<file path="src/rtl/multicycle_ctrl_pkg.sv">
// Shared types and constants for the multicycle RISC-V control unit.
// States, select encodings, opcode classes and the TYPE_* opcode values.
package riscv_ctrl_pkg;

    typedef enum logic [2:0] {
        S_FETCH,
        S_DECODE,
        S_EXEC,
        S_MEM,
        S_WB,
        S_HALT
    } state_t;

    typedef enum logic [3:0] {
        CLS_R,
        CLS_I,
        CLS_LOAD,
        CLS_S,
        CLS_SB,
        CLS_LUI,
        CLS_AUIPC,
        CLS_JAL,
        CLS_JALR,
        CLS_ILL
    } op_cls_t;

    typedef enum logic {
        PC_SEL_PC4 = 1'b0,
        PC_SEL_ALU = 1'b1
    } pc_sel_t;

    typedef enum logic [1:0] {
        WB_ALU = 2'b00,
        WB_MEM = 2'b01,
        WB_PC4 = 2'b10
    } wb_sel_t;

    localparam logic [6:0] TYPE_R     = 7'b0110011;
    localparam logic [6:0] TYPE_I     = 7'b0010011;
    localparam logic [6:0] TYPE_LOAD  = 7'b0000011;
    localparam logic [6:0] TYPE_S     = 7'b0100011;
    localparam logic [6:0] TYPE_SB    = 7'b1100011;
    localparam logic [6:0] TYPE_LUI   = 7'b0110111;
    localparam logic [6:0] TYPE_AUIPC = 7'b0010111;
    localparam logic [6:0] TYPE_JAL   = 7'b1101111;
    localparam logic [6:0] TYPE_JALR  = 7'b1100111;

endpackage

</file>
<file path="src/rtl/multicycle_ctrl_if.sv">
// Control bundle between the multicycle controller and its datapath.
// master = controller side, slave = datapath/memory side.
interface multicycle_ctrl_if;
    import riscv_ctrl_pkg::*;

    logic [6:0]  opcode;
    logic        mem_ready;
    logic        branch_taken;
    logic        mem_req;
    logic        mem_we;
    logic        ir_we;
    logic        reg_we;
    logic        pc_we;
    pc_sel_t     pc_sel;
    wb_sel_t     wb_sel;
    logic        halted;
    logic [31:0] instret;

    modport master (
        input  opcode, mem_ready, branch_taken,
        output mem_req, mem_we, ir_we, reg_we, pc_we,
        output pc_sel, wb_sel, halted, instret
    );

    modport slave (
        output opcode, mem_ready, branch_taken,
        input  mem_req, mem_we, ir_we, reg_we, pc_we,
        input  pc_sel, wb_sel, halted, instret
    );

endinterface

</file>
<file path="src/rtl/multicycle_ctrl_op_class.sv">
// Opcode classifier: maps inst[6:0] to an instruction class.
// Unknown opcodes report CLS_ILL with o_legal low.
module op_class
    import riscv_ctrl_pkg::*;
(
    input  logic [6:0] i_opcode,
    output op_cls_t    o_cls,
    output logic       o_legal
);

    always_comb begin
        o_cls   = CLS_ILL;
        o_legal = 1'b1;
        unique case (1'b1)
            (i_opcode == TYPE_R):     o_cls = CLS_R;
            (i_opcode == TYPE_I):     o_cls = CLS_I;
            (i_opcode == TYPE_LOAD):  o_cls = CLS_LOAD;
            (i_opcode == TYPE_S):     o_cls = CLS_S;
            (i_opcode == TYPE_SB):    o_cls = CLS_SB;
            (i_opcode == TYPE_LUI):   o_cls = CLS_LUI;
            (i_opcode == TYPE_AUIPC): o_cls = CLS_AUIPC;
            (i_opcode == TYPE_JAL):   o_cls = CLS_JAL;
            (i_opcode == TYPE_JALR):  o_cls = CLS_JALR;
            default:                  o_legal = 1'b0;
        endcase
    end

endmodule

</file>
<file path="src/rtl/multicycle_ctrl.sv">
// Multicycle RISC-V control FSM: FETCH/DECODE/EXEC/MEM/WB/HALT.
// Enables are gated by rst so an asserted reset drops them at once.
module multicycle_ctrl
    import riscv_ctrl_pkg::*;
(
    input  logic               clk,
    input  logic               rst,
    multicycle_ctrl_if.master  bus
);

    state_t     r_state;
    state_t     w_next;
    logic [6:0] r_op_q;
    logic [31:0] r_instret;

    logic [6:0] w_op_src;
    op_cls_t    w_cls;
    logic       w_legal;

    logic       w_mem_req;
    logic       w_mem_we;
    logic       w_ir_we;
    logic       w_reg_we;
    logic       w_pc_we;
    pc_sel_t    w_pc_sel;
    wb_sel_t    w_wb_sel;
    logic       w_halted;

    // DECODE classifies the live opcode; later states use the latched one.
    assign w_op_src = (r_state == S_DECODE) ? bus.opcode : r_op_q;

    op_class u_op_class (
        .i_opcode (w_op_src),
        .o_cls    (w_cls),
        .o_legal  (w_legal)
    );

    always_ff @(posedge clk or posedge rst) begin
        if (rst) begin
            r_state   <= S_FETCH;
            r_op_q    <= '0;
            r_instret <= '0;
        end else begin
            r_state <= w_next;
            if (r_state == S_DECODE)
                r_op_q <= bus.opcode;
            if (w_pc_we)
                r_instret <= r_instret + 32'd1;
        end
    end

    always_comb begin
        w_next    = r_state;
        w_mem_req = 1'b0;
        w_mem_we  = 1'b0;
        w_ir_we   = 1'b0;
        w_reg_we  = 1'b0;
        w_pc_we   = 1'b0;
        w_pc_sel  = PC_SEL_PC4;
        w_wb_sel  = WB_ALU;
        w_halted  = 1'b0;
        unique case (r_state)
            S_FETCH: begin
                w_mem_req = 1'b1;
                if (bus.mem_ready) begin
                    w_ir_we = 1'b1;
                    w_next  = S_DECODE;
                end
            end
            S_DECODE: begin
                w_next = w_legal ? S_EXEC : S_HALT;
            end
            S_EXEC: begin
                unique case (w_cls)
                    CLS_LOAD, CLS_S: w_next = S_MEM;
                    CLS_SB: begin
                        w_pc_we  = 1'b1;
                        w_pc_sel = pc_sel_t'(bus.branch_taken);
                        w_next   = S_FETCH;
                    end
                    default: w_next = S_WB;
                endcase
            end
            S_MEM: begin
                w_mem_req = 1'b1;
                w_mem_we  = (w_cls == CLS_S);
                if (bus.mem_ready) begin
                    if (w_cls == CLS_S) begin
                        w_pc_we = 1'b1;
                        w_next  = S_FETCH;
                    end else begin
                        w_next  = S_WB;
                    end
                end
            end
            S_WB: begin
                w_reg_we = 1'b1;
                w_pc_we  = 1'b1;
                w_next   = S_FETCH;
                if (w_cls == CLS_LOAD)
                    w_wb_sel = WB_MEM;
                else if (w_cls == CLS_JAL || w_cls == CLS_JALR) begin
                    w_wb_sel = WB_PC4;
                    w_pc_sel = PC_SEL_ALU;
                end
            end
            S_HALT: w_halted = 1'b1;
            default: w_next = S_FETCH;
        endcase
        if (rst) begin
            w_mem_req = 1'b0;
            w_mem_we  = 1'b0;
            w_ir_we   = 1'b0;
            w_reg_we  = 1'b0;
            w_pc_we   = 1'b0;
            w_halted  = 1'b0;
        end
    end

    assign bus.mem_req = w_mem_req;
    assign bus.mem_we  = w_mem_we;
    assign bus.ir_we   = w_ir_we;
    assign bus.reg_we  = w_reg_we;
    assign bus.pc_we   = w_pc_we;
    assign bus.pc_sel  = w_pc_sel;
    assign bus.wb_sel  = w_wb_sel;
    assign bus.halted  = w_halted;
    assign bus.instret = r_instret;

endmodule

</file>
<file path="src/flat_wrapper.sv">
// flat-port wrapper written by rule: the top's interface ports become plain ports
module multicycle_ctrl_flat import riscv_ctrl_pkg::*;
  (clk, rst, bus_opcode, bus_mem_ready, bus_branch_taken, bus_mem_req, bus_mem_we, bus_ir_we, bus_reg_we, bus_pc_we, bus_pc_sel, bus_wb_sel, bus_halted, bus_instret);
  multicycle_ctrl_if bus_i ();
  input  logic clk;
  input  logic rst;
  input wire logic [$bits(bus_i.opcode)-1:0] bus_opcode;
  input wire logic [$bits(bus_i.mem_ready)-1:0] bus_mem_ready;
  input wire logic [$bits(bus_i.branch_taken)-1:0] bus_branch_taken;
  output wire logic [$bits(bus_i.mem_req)-1:0] bus_mem_req;
  output wire logic [$bits(bus_i.mem_we)-1:0] bus_mem_we;
  output wire logic [$bits(bus_i.ir_we)-1:0] bus_ir_we;
  output wire logic [$bits(bus_i.reg_we)-1:0] bus_reg_we;
  output wire logic [$bits(bus_i.pc_we)-1:0] bus_pc_we;
  output wire logic [$bits(bus_i.pc_sel)-1:0] bus_pc_sel;
  output wire logic [$bits(bus_i.wb_sel)-1:0] bus_wb_sel;
  output wire logic [$bits(bus_i.halted)-1:0] bus_halted;
  output wire logic [$bits(bus_i.instret)-1:0] bus_instret;
  assign bus_i.opcode = bus_opcode;
  assign bus_i.mem_ready = bus_mem_ready;
  assign bus_i.branch_taken = bus_branch_taken;
  assign bus_mem_req = bus_i.mem_req;
  assign bus_mem_we = bus_i.mem_we;
  assign bus_ir_we = bus_i.ir_we;
  assign bus_reg_we = bus_i.reg_we;
  assign bus_pc_we = bus_i.pc_we;
  assign bus_pc_sel = bus_i.pc_sel;
  assign bus_wb_sel = bus_i.wb_sel;
  assign bus_halted = bus_i.halted;
  assign bus_instret = bus_i.instret;
  multicycle_ctrl u_core (.clk(clk), .rst(rst), .bus(bus_i));
endmodule
</file>
<file path="config.mk">
export PLATFORM = sky130hd
export DESIGN_NAME = multicycle_ctrl_flat
export DESIGN_NICKNAME = d
export VERILOG_FILES = /design/src/rtl/multicycle_ctrl_pkg.sv /design/src/rtl/multicycle_ctrl_if.sv /design/src/rtl/multicycle_ctrl_op_class.sv /design/src/rtl/multicycle_ctrl.sv /design/src/flat_wrapper.sv
export SDC_FILE = /design/constraint.sdc
export NUM_CORES = 1
export LEC_CHECK = 0
export ABC_CLOCK_PERIOD_IN_PS = 4100
export CAP_MARGIN = 20
export CORE_ASPECT_RATIO = 1.1
export CORE_MARGIN = 2
export CORE_UTILIZATION = 53
export DETAILED_ROUTE_END_ITERATION = 12
export PLACE_DENSITY_LB_ADDON = 0.1
export SYNTH_ARGS = -nofsm -noshare
export SYNTH_HDL_FRONTEND = slang
export SYNTH_SLANG_ARGS = --single-unit
</file>
<file path="constraint.sdc">
create_clock -name clk -period 4.1 [get_ports clk]
set_clock_uncertainty 0.1 [all_clocks]
set_input_delay 0.82 -clock clk [delete_from_list [all_inputs] [get_ports clk]]
set_output_delay 0.82 -clock clk [all_outputs]
set_load 0.1 [all_outputs]
</file>
==> results.txt, run 1 <==
- Number of nets in the synthesized netlist: 237
- In this run the number of H-tree levels came out at 2.
- 0 antenna diodes ended up in the layout.
- After layout, the design draws a total of 0.7262 mW.
- Min Tclk post-route: 3.155 ns
- In this run the most critical hold path is launched from u_core.bus.instret[31].
* Deepest clock path buffer count: 2
* Post-synth top area cell: sky130_fd_sc_hd__dfrtp_1
- After global routing the overflow that remains totals 0.
* Worst Setup Path Type: input pin to output pin
- Max-cap violations in this run came to 0.
- Setup fix buffers added after clock tree synthesis: 0
- The mapped netlist covers 2207 sq um.
* Final Slew Violations: 0
- Area taken by flip-flops and latches: 1051 sq um
- At the pin with the least slew margin, the transition time is 0.9771 ns.
- During synthesis, Yosys emitted a total of 0 warnings.
- After synthesis, the netlist uses 41 different library cells.
* Footprint of the multi-input gates: 1086 sq um
- For this run, the detailed router's first-pass iteration total came to 4.
* Highest-count cells in the layout ignoring fill and taps: sky130_fd_sc_hd__nand2_1, sky130_fd_sc_hd__clkdlybuf4s50_1, sky130_fd_sc_hd__dfrtp_1, sky130_fd_sc_hd__xor2_1, sky130_fd_sc_hd__nor3_1
* Seq pwr share: 57.0%
* Cell row count: 24
- All-layer global routing usage: 21.38%
- For the worst setup path, the data required time is 3.18 ns.
- For this block, the routed nets add up to 4624 um of wire.
- Max IR drop VDD: 0.2012 mV
* Internal power: 0.5623 mW
- Element type at the critical path start: input pin
- Clock root buffer: sky130_fd_sc_hd__clkbuf_8
- Total Nets Final: 290
* Clock group share of total power: 38.8%
* Fraction of final layout cells with drive strength greater than 1: 11.83%
- Synthesized netlist cell count: 225
- Antenna violations before repair: 0
- Boundary pin count: 52
- The detail route stage leaves a number of antenna-violating nets equal to 0.
- Die outline width: 65.53 um
* Number of standard cells in the final layout excluding fillers: 331
- Relative contribution of combinational cells to total power: 4.3%
- Register area share after synthesis: 47.62%
- The final number of hold-violating endpoints is 0.
* Number of gates resized after cts: 0
- Finish-stage setup viols: 0
- Measured against its own limit, the worst slew margin works out to 34.66%.
- Hold WC Path Type: flop to flop
- For this configuration, the core starts out at a cell density of 55.26%.
* Number of inserted filler cells in the final layout: 313
- Area grow syn2layout: 29.19%
- Switching fraction of total power: 22.56%
- Reported net switching power: 0.1638 mW
* Violation count after the first detailed-route iteration: 112
* # clock sinks: 42
- The die is 71.68 um tall.
* DRC violations left: 0
- Dividing the final minimum period by the clock period gives 76.95%.
* Clock tree from TritonCTS: yes
- Power spread over the standard cell area amounts to 254.7 nW/um^2.
- LEAKAGE: 1.330 nW
- Tracing the worst setup path back leads to its startpoint at bus_mem_ready.
- Worst setup EP type: output pin
- At the later pin of the worst-skew pair, clock insertion delay measures 0.30 ns.
- In the final routed layout, each cell accounts on average for 13.97 um.
- Data arrives at the worst endpoint at 2.24 ns.
- Global-route wire length before repair: 7831 um
- The library cell used most frequently in the layout, excluding fill and tap cells, is sky130_fd_sc_hd__nand2_1.
- The average instance in the mapped netlist occupies 9.809 sq um.
- Final weighted congestion of routability-driven global placement: 0.7849
* Vias post-DR: 1825
- R2R setup slack: 1.78 ns
- Of all nets on the critical path, the largest fanout is 6.
- Entering global routing, the biggest net connects 43 pins.
- In the final timing run, aggregate negative setup slack is 0 ns.
* Share of the core filled with cells: 71.40%
* Number of I/O port buffers: 51
* Clk pin slew, worst setup/hold paths: 0.08 ns
- Cell types occupying the most area after synthesis: sky130_fd_sc_hd__dfrtp_1, sky130_fd_sc_hd__xor2_1, sky130_fd_sc_hd__nand2_1
- Dpl hpwl: 3312 um
- Via count of the first global-routing pass: 1749
- Timing would allow up to 317.0 MHz.
* Count of state elements after synthesis: 42
- After detailed routing, the number of vias per cell comes to 5.514.
- After synthesis, the largest area contributor takes up 47.62% of total cell area.
* # placed instances: 323
* Area of the die: 4697 sq um
- Setup repair after global routing left no endpoint under its margin.
- Clock tree synthesis inserted a total of 5 buffers.
* Standard cell core area: 3994 sq um
* # hold bufs at CTS: 0
* Result of the run: completed
- Reg-to-reg startpoint: u_core.bus.instret[11]
-- worst max-delay path, stage by stage --
cell and delay (ns):
sky130_fd_sc_hd__clkdlybuf4s50_1 0.52, sky130_fd_sc_hd__a41oi_1 0.11, sky130_fd_sc_hd__or3_1 0.38, sky130_fd_sc_hd__inv_1 0.20, sky130_fd_sc_hd__buf_12 0.21
-- synth_stat cells --
| cell type | n |
|---|---|
| sky130_fd_sc_hd__clkinv_1 | 1 |
| sky130_fd_sc_hd__nand4_2 | 1 |
| sky130_fd_sc_hd__and2_1 | 1 |
| sky130_fd_sc_hd__buf_6 | 2 |
| sky130_fd_sc_hd__ha_1 | 1 |
| sky130_fd_sc_hd__xor2_1 | 25 |
| sky130_fd_sc_hd__and3b_1 | 2 |
| sky130_fd_sc_hd__nand3_1 | 11 |
| sky130_fd_sc_hd__nor4b_1 | 1 |
| sky130_fd_sc_hd__or4_1 | 1 |
| sky130_fd_sc_hd__nand4_1 | 5 |
| sky130_fd_sc_hd__or3_1 | 4 |
| sky130_fd_sc_hd__a41o_1 | 1 |
| sky130_fd_sc_hd__nand2_1 | 43 |
| sky130_fd_sc_hd__a311o_1 | 1 |
| sky130_fd_sc_hd__a41oi_1 | 1 |
| sky130_fd_sc_hd__and4bb_2 | 1 |
| sky130_fd_sc_hd__xnor2_1 | 6 |
| sky130_fd_sc_hd__nor3_1 | 14 |
| sky130_fd_sc_hd__a21oi_1 | 1 |
| sky130_fd_sc_hd__or3b_1 | 1 |
| sky130_fd_sc_hd__a311oi_1 | 1 |
| sky130_fd_sc_hd__a21boi_0 | 2 |
| sky130_fd_sc_hd__nor3_2 | 5 |
| sky130_fd_sc_hd__dfrtp_1 | 42 |
| sky130_fd_sc_hd__nor4_2 | 3 |
| sky130_fd_sc_hd__o211ai_1 | 2 |
| sky130_fd_sc_hd__o32a_1 | 1 |
| sky130_fd_sc_hd__inv_1 | 6 |
| sky130_fd_sc_hd__nor2b_1 | 4 |
| sky130_fd_sc_hd__buf_2 | 4 |
| sky130_fd_sc_hd__a32oi_1 | 1 |
| sky130_fd_sc_hd__mux2_2 | 1 |
| sky130_fd_sc_hd__buf_4 | 1 |
| sky130_fd_sc_hd__o21ai_0 | 5 |
| sky130_fd_sc_hd__nor2_1 | 12 |
| sky130_fd_sc_hd__and3_1 | 4 |
| sky130_fd_sc_hd__nand3b_4 | 1 |
| sky130_fd_sc_hd__nor4_1 | 4 |
| sky130_fd_sc_hd__nor3b_2 | 1 |
| sky130_fd_sc_hd__or4bb_1 | 1 |
-- worst paths after layout --
check	to	cells after the start
worst max-delay path	bus_pc_we	5
max in group asynchronous	u_core.bus.instret[10]	3
worst max register to register	u_core.bus.instret[28]	5
min in group asynchronous	u_core.r_state[1]	3
worst min register to register	u_core.bus.instret[31]	1
worst min-delay path	u_core.bus.instret[31]	1
-- metrics by stage --
stage	setup WS [ns]	cell area (sq um)	hold WS (ns)
6_report	0.9450	2851	0.3775
5_1_grt	0.8734	2851	0.4058
4_1_cts	0.9512	2851	0.3793
3_5_place_dp	0.9506	2756	0.3674
3_3_place_gp	0.9515	2756	0.3567
2_1_floorplan	0.2864	2213	0.3518
-- cell families after synthesis --
logic type               count (synthesis)  share of synthesized area (%)
multiplexers                             1                         0.5102
buffers and inverters                   14                          3.458
AO/OA/AOI/OAI                           16                          5.272
adder cells (fa/ha/maj)                  1                         0.5668
flip-flops                              42                          47.62
AND/OR/NAND/NOR                        120                          30.27
XOR/XNOR                                31                          12.30
-- flip-flops by register name (all words and copies together) (netlist names) --
| name | flops |
|---|---|
| u_core.r_op_q | 7 |
| u_core.bus.instret | 32 |
| u_core.r_state | 3 |
-- final cells by class --
cell class                 instances  area share, %
clock buffer                       6          2.896
clock inverter                     2         0.4388
inverter                           7         0.9215
multi-input combinational        169          38.09
sequential                        42          36.86
tap                               52          2.282
timing repair buffer              53          18.52
-- power by group through the flow --
| stage | Combinational [mW] | Clock, mW | Sequential (mW) |
|---|---|---|---|
| 2_1_floorplan | 0.0134 | 0 | 0.422 |
| 3_5_place_dp | 0.0317 | 0 | 0.422 |
| 3_3_place_gp | 0.0315 | 0 | 0.422 |
| 5_1_grt | 0.0345 | 0.303 | 0.414 |
| 4_1_cts | 0.0317 | 0.290 | 0.414 |
| 6_report | 0.0310 | 0.281 | 0.414 |
-- per-layer routing --
metal	routed length, um	track usage (%)
met2	2336	37.53
met4	61	6.713
met1	2023	26.10
met5	0	0
met3	202	4.710
Note: power is estimated with default switching activity, not from simulation.
==> run 2: changes to the inputs <==
--- a/config.mk
+++ b/config.mk
@@ -5,11 +5,11 @@
 export SDC_FILE = /design/constraint.sdc
 export NUM_CORES = 1
 export LEC_CHECK = 0
-export ABC_CLOCK_PERIOD_IN_PS = 4100
+export ABC_CLOCK_PERIOD_IN_PS = 3000
 export CAP_MARGIN = 20
 export CORE_ASPECT_RATIO = 1.1
 export CORE_MARGIN = 2
-export CORE_UTILIZATION = 53
+export CORE_UTILIZATION = 50
 export DETAILED_ROUTE_END_ITERATION = 12
 export PLACE_DENSITY_LB_ADDON = 0.1
 export SYNTH_ARGS = -nofsm -noshare
==> constraint.sdc (replaced) <==
create_clock -name clk -period 3 [get_ports clk]
set_clock_uncertainty 0.1 [all_clocks]
set_input_delay 0.6 -clock clk [delete_from_list [all_inputs] [get_ports clk]]
set_output_delay 0.6 -clock clk [all_outputs]
set_load 0.1 [all_outputs]
==> run 2 against run 1 <==
  * Register-to-register slack worse by 1.2 ns
  * Non-clock buffer count up 1
  * Clock power up 95%
  * Die area up 5.6%
  * Via count down 0.82%
  * Critical path depth unchanged
  * Global-route usage down 0.21 points
  * Utilization down 3.3 points
  * Wire length up 4.9%
  * Cell area up 2.3%
  * Clock-buffer cell count unchanged
==> results.txt, run 2 (synthesis results as in run 1) <==
- Maximum fanout along the worst path: 6 (unchanged)
* Clock group share of total power: 47.3% (+8.5 points)
- R2R setup slack: 0.61 ns (-1.17 ns)
- Highest-utilization routing layer at the global route stage: met2
* Finish-stage setup viols: 0 (unchanged)
* Share of the core filled with cells: 68.06% (-3.3 points)
- The overall global routing resource usage was 21.17% (-0.21 points).
* Number of I/O port buffers: 51 (unchanged)
* Count of endpoints failing hold in the final timing report: 0 (unchanged)
- Number of standard cells in the final layout excluding fillers: 334 (+0.91%)
* Placed Area: 2774 sq um (+0.64%)
* Violation count after the first detailed-route iteration: 116 (+3.6%)
- The sequential share of power was 48.9% (-8.1 points).
* Deepest clock path buffer count: 2 (unchanged)
* Area taken by flip-flops and latches: 1051 sq um (unchanged)
* Worst setup EP type: output pin
- Endpoint of the worst register-to-register path: u_core.bus.instret[30]
- The core region area was 4285 sq um (+7.3%).
- The data required time of the worst path came to 2.30 ns (-0.88 ns).
- The total number of placement rows was 25 (+4.2%).
* Internal power: 0.9396 mW (+67%)
* Clk pin slew, worst setup/hold paths: 0.08 ns (about the same)
- Footprint of the multi-input gates: 1107 sq um (+2.0%)
* Reported net switching power: 0.2178 mW (+33%)
* Area of the die: 4962 sq um (+5.6%)
- The startpoint identified for the worst register-to-register timing path is u_core.r_op_q[3].
- Overflow left after global routing: 0 (unchanged)
- Final Slew Violations: 0 (unchanged)
- Initial standard-cell utilization of the core: 51.50% (-3.8 points)
- Critical Path Slowest Stage Cell: sky130_fd_sc_hd__clkdlybuf4s50_1
- The global-route wire length before repair came to 7948 um (+1.5%).
- The part of the power in combinational logic came to 3.8% (-0.5 points).
* Hold WC Path Type: flop to flop
- Met1 track demand over resource: 25.93% (-0.18 points)
- # hold bufs at CTS: 0 (unchanged)
- The post-detailed-route via-to-cell ratio was 5.419 (-1.7%).
- The fill cell instance count of the final layout is 341 (+8.9%).
- Worst hold slack: 0.3821 ns (+0.004536 ns)
- The met3 capacity usage during global routing is 4.594% (-0.12 points).
* Antenna violations before repair: 0 (unchanged)
* Minimum setup slack after placement: 0.2778 ns (-0.6727 ns)
- Boundary pin count: 52 (unchanged)
- The run finished with clean final reports.
- The number of buffers and inverters on the critical path came to 3 (unchanged).
- The total number of cells along the worst setup path came to 5 (unchanged).
- The worst setup path is of the input pin to output pin kind.
- The largest net degree at the start of global routing is 43 (unchanged).
* # placed instances: 326 (+0.93%)
- The met2 usage in global routing came to 35.97% (-1.6 points).
- Setup repair after global routing missed its margin: no
- The number of routed nets with antenna violations came to 0 (unchanged).
- Setup fix buffers added after clock tree synthesis: 0 (unchanged)
* LEAKAGE: 1.430 nW (+7.6%)
- The switching share of power came to 18.82% (-3.7 points).
- Fraction of final layout cells with drive strength greater than 1: 25.36% (+14 points)
- Number of clock buffers inserted by TritonCTS: 5 (unchanged)
- Element type at the critical path start: input pin
* DRC violations left: 0 (unchanged)
- The total of max-cap violations was 0 (unchanged).
- Worst-case reg-to-reg path depth: 6 (+1)
* Most common cell after layout, fill and taps aside: sky130_fd_sc_hd__nand2_1
- Worst setup path start: bus_mem_ready
- Crit-path leading delay family: buffers and inverters
* Endpoint of the worst setup timing path: bus_pc_we
- Design area: 2917 sq um (+2.3%)
- Relative to the synthesized area, the layout overhead comes to 32.14%.
* Dpl hpwl: 3453 um (+4.3%)
* Maximum single-stage delay on the critical path: 0.52 ns (about the same)
- The via total after detailed routing came to 1810 (-0.82%).
- The number of clock sinks came to 42 (unchanged).
- Maximum frequency from static timing analysis: 364.4 MHz
- Highest-count cells in the layout ignoring fill and taps: sky130_fd_sc_hd__nand2_1, sky130_fd_sc_hd__dfrtp_1, sky130_fd_sc_hd__buf_4, sky130_fd_sc_hd__xor2_1, sky130_fd_sc_hd__nor3_1
- Max FFs per register: 32 (unchanged)
- The number of nets in the layout came to 291 (+0.34%).
- Final Routed Wirelength: 4849 um (+4.9%)
- The number of global-route vias before repair came to 1704 (-2.6%).
- H-Tree Depth: 2 (unchanged)
- Clock tree from TritonCTS: yes
* Pwr/cell area: 396.8 nW/um^2 (+56%)
* Series of cell instances along the critical path: clkdlybuf4s50_1 -> a41oi_1 -> or3_1 -> inv_1 -> buf_12
- Clock latency of the later-clocked register in the worst-skew pair: 0.29 ns (about the same)
* Count of antenna diodes in the layout: 0 (unchanged)
- Sum of internal, switching and leakage power: 1.157 mW (+59%)
- The average wire per standard cell came to 14.52 um (+3.9%).
- Final WS setup: 0.2561 ns (-0.6889 ns)
- For the finished layout, the period the worst path requires is 2.744 ns.
- Final sum of negative setup slack: 0 ns (unchanged)
- CP arrival: 2.04 ns (-0.20 ns)
- The number of cells upsized or downsized after cts is 0 (unchanged).
* Vertical die dimension: 73.68 um (+2.8%)
* Final weighted congestion of routability-driven global placement: 0.9182 (+17%)
* Measured slew at the worst slew-check pin: 0.5332 ns (-0.4439 ns)
* Final clock period utilization by the worst path: 91.46%
- The root buffer cell chosen for the clock tree is sky130_fd_sc_hd__clkbuf_8.
- Max IR drop VDD: 0.2711 mV (+35%)
* Number of detailed-routing iterations run before antenna repair: 4 (unchanged)
- Worst slew margin: 64.30% (+30 points)
* Die outline width: 67.35 um (+2.8%)
[run 2: per-layer routing]
metal,up-vias,wire [um],share of wire (%)
met1,871,2031,42
met4,0,58,1.2
met2,48,2551,53
met5,-,0,0
met3,6,207,4.3
li1,885,-,-
[run 2: area by class of cell]
type | instances | share of cell area, %
inverter | 7 | 1.030
multi-input combinational | 169 | 37.97
clock inverter | 2 | 2.059
tap | 54 | 2.317
sequential | 42 | 36.04
clock buffer | 6 | 2.831
timing repair buffer | 54 | 17.76
[run 2: worst min path at each step]
stage                                       from                endpoint  slack (ns)  depth (start not counted)
after global routing      u_core.bus.instret[25]  u_core.bus.instret[25]        0.41                          1
after floorplan                 u_core.r_op_q[2]        u_core.r_op_q[2]        0.35                          2
after detailed placement        u_core.r_op_q[2]        u_core.r_op_q[2]        0.38                          2
final                     u_core.bus.instret[31]  u_core.bus.instret[31]        0.38                          1
after CTS                 u_core.bus.instret[31]  u_core.bus.instret[31]        0.39                          1
after global placement    u_core.bus.instret[31]  u_core.bus.instret[31]        0.36                          1
[run 2: power by group through the flow]
| stage | Combinational [mW] | Clock (mW) | Sequential [mW] |
|---|---|---|---|
| 2_1_floorplan | 0.0185 | 0 | 0.577 |
| 3_3_place_gp | 0.0450 | 0 | 0.577 |
| 3_5_place_dp | 0.0449 | 0 | 0.577 |
| 4_1_cts | 0.0451 | 0.560 | 0.565 |
| 5_1_grt | 0.0486 | 0.582 | 0.566 |
| 6_report | 0.0440 | 0.548 | 0.565 |
==> run 3: changes to the inputs <==
--- a/config.mk
+++ b/config.mk
@@ -5,11 +5,11 @@
 export SDC_FILE = /design/constraint.sdc
 export NUM_CORES = 1
 export LEC_CHECK = 0
-export ABC_CLOCK_PERIOD_IN_PS = 3000
+export ABC_CLOCK_PERIOD_IN_PS = 3300
 export CAP_MARGIN = 20
 export CORE_ASPECT_RATIO = 1.1
 export CORE_MARGIN = 2
-export CORE_UTILIZATION = 50
+export CORE_UTILIZATION = 53
 export DETAILED_ROUTE_END_ITERATION = 12
 export PLACE_DENSITY_LB_ADDON = 0.1
 export SYNTH_ARGS = -nofsm -noshare
==> constraint.sdc (replaced) <==
create_clock -name clk -period 3.3 [get_ports clk]
set_clock_uncertainty 0.1 [all_clocks]
set_input_delay 0.66 -clock clk [delete_from_list [all_inputs] [get_ports clk]]
set_output_delay 0.66 -clock clk [all_outputs]
set_load 0.1 [all_outputs]
==> run 3 against run 2 <==
  * Clock power down 26%
  * Critical path depth did not move
  * Largest power group unchanged
  * Via count rose by 1.0%
  * Global-route usage decreased by 0.16 points
  * Power is 17% lower
==> results.txt, run 3 (synthesis results as in run 1) <==
- Pin count of the biggest net entering global routing: 43 (unchanged)
- The total of max-cap violations was 0 (unchanged).
* Final sum of negative setup slack: 0 ns (unchanged)
- The logic depth of the worst register-to-register path was 6 (unchanged).
* Average routed wire per standard cell: 13.74 um (-5.4%)
* Boundary pin count: 52 (unchanged)
* Min Tclk post-route: 2.901 ns
- Area of the die: 4697 sq um (-5.3%)
- Number of gates resized after cts: 0 (unchanged)
* Clock root buffer: sky130_fd_sc_hd__clkbuf_8
- Vertical die dimension: 71.68 um (-2.7%)
- # clock sinks: 42 (unchanged)
* Result of the run: completed
* DRC violations left: 0 (unchanged)
- Maximum frequency from static timing analysis: 344.7 MHz
- Cell row count: 24 (-4.0%)
- The max-slew headroom at the worst pin came to 63.98% (-0.32 points).
* Reg-to-reg startpoint: u_core.r_op_q[3]
- Dpl hpwl: 3361 um (-2.7%)
* Clock tree from TritonCTS: yes
- Measured slew at the worst slew-check pin: 0.5379 ns (+0.004771 ns)
- CP arrival: 2.14 ns (+0.10 ns)
- The clock-pin slew reported for the worst setup and hold paths after clock tree synthesis is 0.08 ns (about the same).
- The number of nets in the layout came to 290 (-0.34%).
- Required time of the critical path: 2.54 ns (+0.24 ns)
- Area grow syn2layout: 28.68%
* Antenna violations before repair: 0 (unchanged)
- Worst setup path start: bus_mem_ready
- Hold WC Path Type: flop to flop
- Setup fix buffers added after clock tree synthesis: 0 (unchanged)
* Fraction of final layout cells with drive strength greater than 1: 24.37% (-0.98 points)
- All-layer global routing usage: 21.02% (-0.16 points)
- The total of hold buffers inserted after clock tree synthesis was 0 (unchanged).
- Finish-stage setup viols: 0 (unchanged)
- Number of I/O port buffers: 51 (unchanged)
- Vias post-DR: 1829 (+1.0%)
- Overflow left after global routing: 0 (unchanged)
- In this run the worst setup path terminates at bus_pc_we.
* Final Slew Violations: 0 (unchanged)
- The number of buffers on the longest clock path is 2 (unchanged).
- Worst Setup Path Type: input pin to output pin
- Clock latency of the later-clocked register in the worst-skew pair: 0.29 ns (about the same)
- Final weighted congestion of routability-driven global placement: 0.8628 (-6.0%)
* Standard cell core area: 3994 sq um (-6.8%)
- Most common cell after layout, fill and taps aside: sky130_fd_sc_hd__nand2_1
- Via count of the first global-routing pass: 1767 (+3.7%)
- The total CTS buffers was 5 (unchanged).
* Count of antenna diodes in the layout: 0 (unchanged)
- Final Routed Wirelength: 4547 um (-6.2%)
* Violation count after the first detailed-route iteration: 120 (+3.4%)
- Pwr/cell area: 336.7 nW/um^2 (-15%)
* Detailed-route vias per instance: 5.526 (+2.0%)
- The number of routed nets with antenna violations came to 0 (unchanged).
* Share of the core filled with cells: 71.12% (+3.1 points)
- Max FFs per register: 32 (unchanged)
- Highest-count cells in the layout ignoring fill and taps: sky130_fd_sc_hd__nand2_1, sky130_fd_sc_hd__dfrtp_1, sky130_fd_sc_hd__buf_4, sky130_fd_sc_hd__xor2_1, sky130_fd_sc_hd__nor3_1
- Endpoint of the worst register-to-register path: u_core.bus.instret[30]
* Max IR drop VDD: 0.2590 mV (-4.4%)
- Number of detailed-routing iterations run before antenna repair: 4 (unchanged)
- Setup repair after global routing missed its margin: no
- The final critical path takes up 87.92% of the cycle.
- Element type at the critical path start: input pin
- The width of the chip is 65.53 um (-2.7%).
- Initial standard-cell utilization of the core: 55.26% (+3.8 points)
- The reg-to-reg setup timing slack was 0.97 ns (+0.36 ns).
- The maximum level of the CTS H-tree came to 2 (unchanged).
* Global-route wire length before repair: 7810 um (-1.7%)
- Count of endpoints failing hold in the final timing report: 0 (unchanged)
- The cell leakage power came to 1.405 nW (-1.8%).
* Maximum fanout along the worst path: 6 (unchanged)
* Worst setup EP type: output pin
-- run 3: layer usage --
layer	global-route usage [%]	wire length, um	vias up	part of all wire (%)
met5	0	0	-	0
met4	6.481	42	0	0.92
met3	3.297	167	4	3.7
met2	36.73	2334	47	51
met1	26.76	2002	885	44
li1	-	-	893	-
-- run 3: report_power, final --
part / leakage, nW / internal [mW] / switching, mW / total, mW
clock: 0.0504 / 0.225 / 0.179 / 0.404
sequential: 0.540 / 0.514 / 0 / 0.514
combinational: 0.814 / 0.0164 / 0.0221 / 0.0385
-- run 3: cell type report --
cell class                 instances  area (sq um)
sequential                        42          1051
fill                             318          1154
tap                               52         65.06
inverter                           7         26.28
timing repair buffer              53         485.5
clock inverter                     3         45.04
multi-input combinational        169          1099
clock buffer                       5         68.82
-- run 3: worst min-delay path by stage --
stage                           startpoint                endpoint  slack [ns]  cells after the start
finish              u_core.bus.instret[31]  u_core.bus.instret[31]        0.37                      1
global route        u_core.bus.instret[31]  u_core.bus.instret[31]        0.40                      1
CTS                 u_core.bus.instret[31]  u_core.bus.instret[31]        0.38                      1
detailed placement  u_core.bus.instret[31]  u_core.bus.instret[31]        0.36                      1
global placement    u_core.bus.instret[31]  u_core.bus.instret[31]        0.36                      1
floorplan                 u_core.r_op_q[2]        u_core.r_op_q[2]        0.35                      2
-- run 3: through the flow --
step	instance area [sq um]	setup slack [ns]	hold WS, ns	power (mW)	std cells
after CTS	2840	0.3829	0.3768	0.9679	331
after detailed placement	2726	0.3878	0.3616	0.5639	323
after global routing	2840	0.3207	0.4005	0.9890	331
after floorplan	2226	0.01470	0.3518	0.5410	225
final	2840	0.3987	0.3685	0.9562	331
after global placement	2726	0.4428	0.3579	0.5641	323
-- run 3: worst max-delay path, cell delays in order --
cell,delay [ns]
sky130_fd_sc_hd__clkdlybuf4s50_1,0.52
sky130_fd_sc_hd__a41oi_1,0.11
sky130_fd_sc_hd__or3_1,0.41
sky130_fd_sc_hd__inv_1,0.22
sky130_fd_sc_hd__buf_12,0.21
